File: config.mk
export PLATFORM = sky130hd
export DESIGN_NAME = alu_op_sequencer
export DESIGN_NICKNAME = d
export VERILOG_FILES = /design/src/rtl/alu_pkg.sv /design/src/rtl/alu_funct_decode.sv /design/src/rtl/alu_op_sequencer.sv
export SDC_FILE = /design/constraint.sdc
export NUM_CORES = 1
export LEC_CHECK = 0
export CAP_MARGIN = 30
export CORE_UTILIZATION = 40
export CTS_BUF_LIST = sky130_fd_sc_hd__clkbuf_4 sky130_fd_sc_hd__clkbuf_8 sky130_fd_sc_hd__clkbuf_16
export DETAILED_ROUTE_END_ITERATION = 12
export GPL_ROUTABILITY_DRIVEN = 0
export HOLD_SLACK_MARGIN = 0.03
export PLACE_DENSITY = 0.87
export RECOVER_POWER = 100
export SETUP_SLACK_MARGIN = 0.1
export SKIP_LAST_GASP = 1
export SLEW_MARGIN = 10
export SYNTH_ARGS = -nofsm -noshare
export SYNTH_HDL_FRONTEND = slang
export SYNTH_HIERARCHICAL = 1
export SYNTH_SLANG_ARGS = --single-unit
File: constraint.sdc
create_clock -name clk -period 3 [get_ports clk]
set_input_delay 0.9 -clock clk [delete_from_list [all_inputs] [get_ports clk]]
set_output_delay 0.9 -clock clk [all_outputs]
set_load 0.005 [all_outputs]
File: src/rtl/alu_pkg.sv
// Shared codes, state encoding and helpers for the ALU op sequencer.
// ALU_SELFCHECK_EN adds the behavioural ALU model used for the self-check.
package alu_pkg;

    localparam logic [2:0] ALU_AND = 3'b000;
    localparam logic [2:0] ALU_OR  = 3'b001;
    localparam logic [2:0] ALU_ADD = 3'b010;
    localparam logic [2:0] ALU_SUB = 3'b110;
    localparam logic [2:0] ALU_SLT = 3'b111;

    localparam logic [1:0] ALUOP_ADD   = 2'b00;
    localparam logic [1:0] ALUOP_SUB   = 2'b01;
    localparam logic [1:0] ALUOP_FUNCT = 2'b10;
    localparam logic [1:0] ALUOP_ILL   = 2'b11;

    localparam logic [5:0] FUNCT_ADD = 6'b100000;
    localparam logic [5:0] FUNCT_SUB = 6'b100010;
    localparam logic [5:0] FUNCT_AND = 6'b100100;
    localparam logic [5:0] FUNCT_OR  = 6'b100101;
    localparam logic [5:0] FUNCT_SLT = 6'b101010;

    typedef enum logic [1:0] {
        IDLE   = 2'b00,
        SETTLE = 2'b01,
        RESP   = 2'b10
    } state_t;

`ifdef ALU_SELFCHECK_EN
    // Reference result of the ALU for a latched op.
    function automatic logic [31:0] alu_model(
        input logic [2:0]  sig,
        input logic [31:0] a,
        input logic [31:0] b
    );
        logic [31:0] r;
        case (sig)
            ALU_AND: r = a & b;
            ALU_OR:  r = a | b;
            ALU_ADD: r = a + b;
            ALU_SUB: r = a - b;
            ALU_SLT: r = ($signed(a) < $signed(b)) ? 32'h1 : 32'h0;
            default: r = 32'h0;
        endcase
        return r;
    endfunction
`endif

endpackage

File: src/rtl/alu_funct_decode.sv
// Combinational decode of (aluop, funct) into the 3-bit ALU signal.
// Unsupported aluop/funct combinations raise illegal with signal 000.
module alu_funct_decode
    import alu_pkg::*;
(
    input  logic [1:0] aluop,
    input  logic [5:0] funct,
    output logic [2:0] signal,
    output logic       illegal
);

    // Map the request encoding onto the ALU control code.
    always_comb begin
        signal  = ALU_AND;
        illegal = 1'b0;
        case (aluop)
            ALUOP_ADD: signal = ALU_ADD;
            ALUOP_SUB: signal = ALU_SUB;
            ALUOP_FUNCT: begin
                case (funct)
                    FUNCT_ADD: signal = ALU_ADD;
                    FUNCT_SUB: signal = ALU_SUB;
                    FUNCT_AND: signal = ALU_AND;
                    FUNCT_OR:  signal = ALU_OR;
                    FUNCT_SLT: signal = ALU_SLT;
                    default:   illegal = 1'b1;
                endcase
            end
            default: illegal = 1'b1;
        endcase
    end

endmodule

File: src/rtl/alu_op_sequencer.sv
// Issues ops to a ripple ALU, holds operands for a settle window, captures.
// ALU_SELFCHECK_EN adds rsp_mismatch, comparing alu_out with a model.
module alu_op_sequencer
    import alu_pkg::*;
#(
    parameter int DATA_W        = 32,
    parameter int SETTLE_CYCLES = 4,
    parameter int CNT_W         = 8
) (
    input  logic              clk,
    input  logic              rst_n,
    input  logic              req_valid,
    output logic              req_ready,
    input  logic [1:0]        req_aluop,
    input  logic [5:0]        req_funct,
    input  logic [DATA_W-1:0] req_a,
    input  logic [DATA_W-1:0] req_b,
    output logic [DATA_W-1:0] alu_a,
    output logic [DATA_W-1:0] alu_b,
    output logic [2:0]        alu_signal,
    input  logic [DATA_W-1:0] alu_out,
    output logic              rsp_valid,
    input  logic              rsp_ready,
    output logic [DATA_W-1:0] rsp_result,
    output logic              rsp_zero,
`ifdef ALU_SELFCHECK_EN
    output logic              rsp_mismatch,
`endif
    output logic              rsp_err
);

    localparam logic [CNT_W-1:0] CNT_LOAD = CNT_W'(SETTLE_CYCLES - 1);

    state_t            r_state;
    state_t            w_next;
    logic [CNT_W-1:0]  r_cnt;
    logic [DATA_W-1:0] r_alu_a;
    logic [DATA_W-1:0] r_alu_b;
    logic [2:0]        r_alu_sig;
    logic [DATA_W-1:0] r_result;
    logic              r_zero;
    logic              r_err;
    logic [2:0]        w_dec_sig;
    logic              w_dec_ill;
    logic              w_accept;
    logic              w_capture;

    alu_funct_decode u_dec (
        .aluop   (req_aluop),
        .funct   (req_funct),
        .signal  (w_dec_sig),
        .illegal (w_dec_ill)
    );

    assign w_accept  = (r_state == IDLE) && req_valid;
    assign w_capture = (r_state == SETTLE) && (r_cnt == '0);

    // State register with synchronous reset.
    always_ff @(posedge clk) begin
        if (!rst_n) r_state <= IDLE;
        else        r_state <= w_next;
    end

    // Next-state logic; illegal requests skip the settle window.
    always_comb begin
        w_next = r_state;
        case (r_state)
            IDLE: begin
                if (req_valid)
                    w_next = w_dec_ill ? RESP : SETTLE;
            end
            SETTLE: begin
                if (r_cnt == '0) w_next = RESP;
            end
            RESP: begin
                if (rsp_ready) w_next = IDLE;
            end
            default: w_next = IDLE;
        endcase
    end

    // Handshake outputs derived from the registered state.
    always_comb begin
        req_ready = (r_state == IDLE) && rst_n;
        rsp_valid = (r_state == RESP);
    end

    // Operand latch, settle counter and response capture.
    always_ff @(posedge clk) begin
        if (!rst_n) begin
            r_cnt     <= '0;
            r_alu_a   <= '0;
            r_alu_b   <= '0;
            r_alu_sig <= ALU_AND;
            r_result  <= '0;
            r_zero    <= 1'b0;
            r_err     <= 1'b0;
        end else if (w_accept) begin
            if (w_dec_ill) begin
                r_result <= '0;
                r_zero   <= 1'b0;
                r_err    <= 1'b1;
            end else begin
                r_alu_a   <= req_a;
                r_alu_b   <= req_b;
                r_alu_sig <= w_dec_sig;
                r_cnt     <= CNT_LOAD;
            end
        end else if (w_capture) begin
            r_result <= alu_out;
            r_zero   <= (alu_out == '0);
            r_err    <= 1'b0;
        end else if (r_state == SETTLE) begin
            r_cnt <= r_cnt - CNT_W'(1);
        end
    end

`ifdef ALU_SELFCHECK_EN
    logic r_mismatch;

    // Compare the settled ALU output against the reference model.
    always_ff @(posedge clk) begin
        if (!rst_n)
            r_mismatch <= 1'b0;
        else if (w_accept)
            r_mismatch <= 1'b0;
        else if (w_capture)
            r_mismatch <= (alu_out !=
                alu_model(r_alu_sig, r_alu_a, r_alu_b));
    end

    assign rsp_mismatch = r_mismatch;
`endif

    assign alu_a      = r_alu_a;
    assign alu_b      = r_alu_b;
    assign alu_signal = r_alu_sig;
    assign rsp_result = r_result;
    assign rsp_zero   = r_zero;
    assign rsp_err    = r_err;

endmodule
Yosys cells after proc, flatten, opt, wreduce, memory -nomap -nowiden
Index checks and enable logic that the tools add are counted.
- $add $sub $neg: 1
- equality and inequality tests: 15
- muxes and demuxes: 22
- bitwise gates (word level): 1
- reduce and logical (&&, ||, !) cells: 15
- operator list (cell ; number):
    $mux 32 ; 3
    $logic_not 32->1 ; 1
    $mux 8 ; 4
    $eq 6x6->1 const B ; 5
    $pmux 3 s4 ; 1
    $ne 2x2->1 const B ; 5
    $pmux 3 s3 ; 1
    $logic_not 8->1 ; 1
    $mux 2 ; 4
    $sub 8x1->8 const B ; 1
    $mux 1 ; 7
    $pmux 2 s3 ; 1
    $reduce_and 3->1 ; 2
    $reduce_or 5->1 ; 1
    $eq 2x1->1 const B ; 2
    $eq 2x2->1 const B ; 2
    $logic_not 2->1 ; 2
    $reduce_and 2->1 ; 2
    $reduce_bool 2->1 ; 2
    $logic_and 1x1->1 ; 3
    $ne 2x1->1 const B ; 1
    $pmux 1 s2 ; 1
    $reduce_or 2->1 ; 1
    $not 1->1 ; 1
- register bits: 111
- bits of input ports: 108
- output and inout port bits: 103
- word-level logic and storage cells: 62

Longest topological paths before layout
- word-level depth: 7
- depth in mapped cells: 8
- gate-level depth less buffers: 6

Modules after synthesis
The synthesis kept the hierarchy.
- modules (own cells, without submodules) (module ; times used ; cells an instance ; area an instance (um2) ; sequential area each (um2)):
    alu_op_sequencer ; 1 ; 516 ; 4205.3 ; 2222.1
    alu_funct_decode ; 1 ; 12 ; 111.4 ; 0.0

Worst setup path after synthesis
Ideal clock, no wire load.
- path type: input to register
- start point: input port req_funct[4]
- end point: register r_cnt[0]
- setup time: 0.086 ns
- arrival time: 2.448 ns
- data required time: 2.914 ns
- path slack: 0.466 ns
- cell stages on the path: 6
- buffers on the path: 1
- path through: or3b_4 o31a_1 nor4b_4 buf_2 nor3_1 a211oi_1
- cells in the longest elaborated chain, start to end: 6
- elaborated cells between the ends (all ways): 10
- those cells by class: eq/ne: 6; mux: 2; reduce/logical: 2
- ends and longest elaborated chain (item ; line ; text):
    from (decl) ; alu_op_sequencer.sv:15 ; input logic [5:0] req_funct,
    $eq 6x6->1 ; alu_funct_decode.sv:20 ; case (funct)
    $reduce_or 5->1 (no source line) (*) ; n/a ;
    $mux 1 (*) ; alu_funct_decode.sv:20 ;
    $pmux 1 s2 (*) ; alu_funct_decode.sv:16 ; case (aluop)
    named net w_dec_ill ; alu_op_sequencer.sv:44 ; logic w_dec_ill;
    $ne 2x2->1 (no source line) (*) ; n/a ;
    $reduce_and 3->1 (no source line) (*) ; n/a ;
    to (signal assigned) ; alu_op_sequencer.sv:114 ; r_cnt <= r_cnt - CNT_W'(1);
    to (decl) ; alu_op_sequencer.sv:36 ; logic [CNT_W-1:0] r_cnt;
The timed path passes the listed nets; every way through them passes the cells marked *.
A chain may end at the register's enable or synchronous reset.

Final worst setup path
- start point: input port rst_n
- end point: output port req_ready
- cells in the longest elaborated chain, start to end: 1
- ends and longest elaborated chain (item ; line ; text):
    from (decl) ; alu_op_sequencer.sv:11 ; input logic rst_n,
    $logic_and 1x1->1 ; alu_op_sequencer.sv:84 ; req_ready = (r_state == IDLE) && rst_n;
    to (decl) ; alu_op_sequencer.sv:13 ; output logic req_ready,
Every way passes these cells.

==> qor.txt <==
RSZ-0062 raised after global routing = no
WHS Endpoint = alu_b[0]$_SDFFE_PN0P_
Hold Path Class = reg2reg
Remaining DRCs = 0
Max Cap Viol = 0
Pre-CTS setup slack = -0.07934 ns
Final Critical Period = 2.798 ns
Slew @ Worst Pin = 0.7726 ns
Crit path buffers/inverters = 3
Cells along the critical path = dlygate4sd3_1 > inv_2 > nor3_1 > dlygate4sd2_1
Status = finished, final reports clean
Worst R2R End = rsp_result[24]$_SDFFE_PN0P_
Syn_nets = 638
Reg clk slew, reported paths = 0.09 ns
Max Clk Rate = 357.3 MHz
Largest net degree at the start of global routing = 71
Fin Hold WS = 0.4571 ns
Post-DP Area = 0.006590 mm^2
Ports = 211
Worst Hold Path Cells = 2
FP Rows = 37
Global-route wire length before repair = 20660 um
Vias per cell = 5.120
Area of the multi-input gates = 0.001919 mm^2
Most common cell after layout, fill and taps aside = nand2_1
Synth area leader = dfxtp_1
Setup slack, reg-to-reg = 0.81 ns
Slew Limit Fails = 0
Worst Path Arrival = 1.90 ns
Die Area = 0.01121 mm^2
Ys Warns = 6
Tcrit/Tclk final = 93.28%
Top Family by Delay on Critical Path = buffers and inverters
Async SR Flop Fraction = 0%
Final worst setup slack = 0.2015 ns
Worst-path maximum fanout = 2
Count of final hold-check violations = 0
I/O Buffers = 210
Final core utilization = 65.19%
Power per standard cell area = 455.9 mW/mm^2
Primary FF master, synth = dfxtp_1
Slowest-stage cell, CP = dlygate4sd3_1
Post-Synthesis Cells = 528
Clk_skew = 0.01757 ns
Register area share after synthesis = 51.48%
CTS Buf Count = 9
Gr ovfl total = 0
Cell Area, Synth = 0.004317 mm^2
CTS tree = done
Fillcell total = 859
Post-DRT Antenna Nets = 0
Area contributors post-synth = dfxtp_1, nand2_1, a21oi_1
Router iterations before antenna repair = 5
Final Cell Area = 0.006790 mm^2
Ant. Diodes = 0
Final wirelength = 13040 um
Core Footprint = 0.01042 mm^2
Hpwl dp = 9484 um
Area delta synth->final = 57.30%
CP Capture Type = output pin
Reg2Reg Depth = 7
Critical R2R Launch = r_cnt[0]$_SDFFE_PN0P_
Worst skew pair latency = 0.37 ns
Synth unique cells = 45
Crit-path max cell delay = 0.56 ns
Pleak = 0.002686 uW
Die Ht = 105.9 um
Crit Path Class = in2out
Clock Tree Root = clkbuf_8
H-tree depth = 3
Vias in the first global route = 4358
Finished Layout Cells = 868
Initial drt markers = 340
Flops & latches, synth = 111
Most frequent cells in the layout = nand2_1, dfxtp_1, clkdlybuf4s50_1
Fraction of layout cells with a size suffix above 1 = 5.601%
Synth Area per Inst = 8.175 um^2
Required time of the worst setup path = 2.10 ns
CP Launch Type = input port
Vias = 4444
Hold_sp = alu_b[0]$_SDFFE_PN0P_
Placed Cells = 852
Max clock buf depth = 2
Setup violators final = 0
Nets = 837
Number of synthesized flops with an enable pin = 0
Post-CTS Repair Setup Buffers = 0
Sequential Area = 0.002222 mm^2
Clock sink total = 111
Die width = 105.9 um
Total Routing Usage GR = 22.95%
Slew margin rel. = 48.15%
Initial antenna violation count = 0
Maximum vdd drop = 0.2411 mV
Share of the synthesized area in the top cell type = 51.48%
Routed WL per cell = 15.03 um
Starting density of the core = 41.44%
-- report_power, final --
| part | switching [uW] | internal (uW) |
|---|---|---|
| registers | 46.8 | 1550 |
| clock network | 510 | 427 |
| logic | 252 | 313 |
| total | 808 | 2290 |
-- sequential cells by signal, summed over array words and instances, names as in the netlist --
signal      cells
alu_a          32
alu_b          32
alu_signal      3
r_cnt           8
r_state         2
rsp_err         1
rsp_result     32
rsp_zero        1
-- logic make-up after synthesis --
group | synth area share [%]
and+or+nand+nor | 26.17
buffers and inverters | 4.058
DFF | 51.48
adders and majority gates | 0.5796
muxes | 0.9855
xor gates and xnor gates | 0.2029
AOI/OAI and AO/OA | 16.52
-- worst reg2reg max path, stage by stage, from the launching register on --
cell     delay [ns]
dfxtp_1        0.38
inv_1          0.11
ha_1           0.14
nor3b_2        0.41
and3_1         0.54
buf_4          0.33
nand2_1        0.10
a21oi_1        0.13
-- worst max-delay path by stage --
stage | slack [ns] | cells past startpoint | start | to
after global placement | 0.01 | 8 | req_funct[5] | alu_signal[0]$_SDFFE_PN0P_
final | 0.20 | 4 | rst_n | req_ready
after global routing | 0.09 | 6 | rst_n | rsp_zero$_SDFFE_PN0P_
after detailed placement | -0.08 | 8 | req_funct[5] | alu_a[23]$_SDFFE_PN0P_
after floorplan | 0.47 | 6 | req_funct[4] | r_cnt[0]$_SDFFE_PN0P_
after CTS | 0.27 | 4 | rst_n | req_ready
-- cells in the mapped netlist (2+ instances only) --
cell type	count
nor3b_2	2
a21oi_1	71
nand4_1	3
nand3_1	35
nor4_1	5
nor3_1	4
buf_1	2
nand3b_1	2
nor4b_1	2
a2111oi_0	2
o21ai_0	3
ha_1	2
nand2_1	171
nor2_1	8
dfxtp_1	111
inv_1	6
or4_1	4
nor4bb_1	2
buf_2	8
mux2i_1	2
and3_1	2
clkbuf_1	27
a21boi_0	31
a211oi_1	2
-- routing by layer --
metal,global-route usage [%],up-vias,wire length [um]
li1,-,2180,-
met1,25.59,2076,5124
met2,42.39,164,6825
met3,4.947,24,819
met4,8.532,0,274
met5,0,-,0
-- timing repair --
item                                    CTS  global route
endpoints found under the setup margin    1             0
hold buffers                              0             0
resized for setup                         1             0
-- layout make-up --
cell class	count	share of cell area (%)
Timing Repair Buffer	225	33.02
Tap cell	136	2.506
Multi-Input combinational cell	373	28.27
Clock inverter	5	0.9582
Sequential cell	111	32.73
Clock buffer	11	2.137
Inverter	7	0.3870
-- stage by stage --
step	setup TNS [ns]	power (uW)
5_1_grt	0	3251
3_5_place_dp	-1.783	2225
4_1_cts	0	3153
2_1_floorplan	0	1852
3_3_place_gp	0	2203
6_report	0	3096
(Power assumes the default switching activity.)
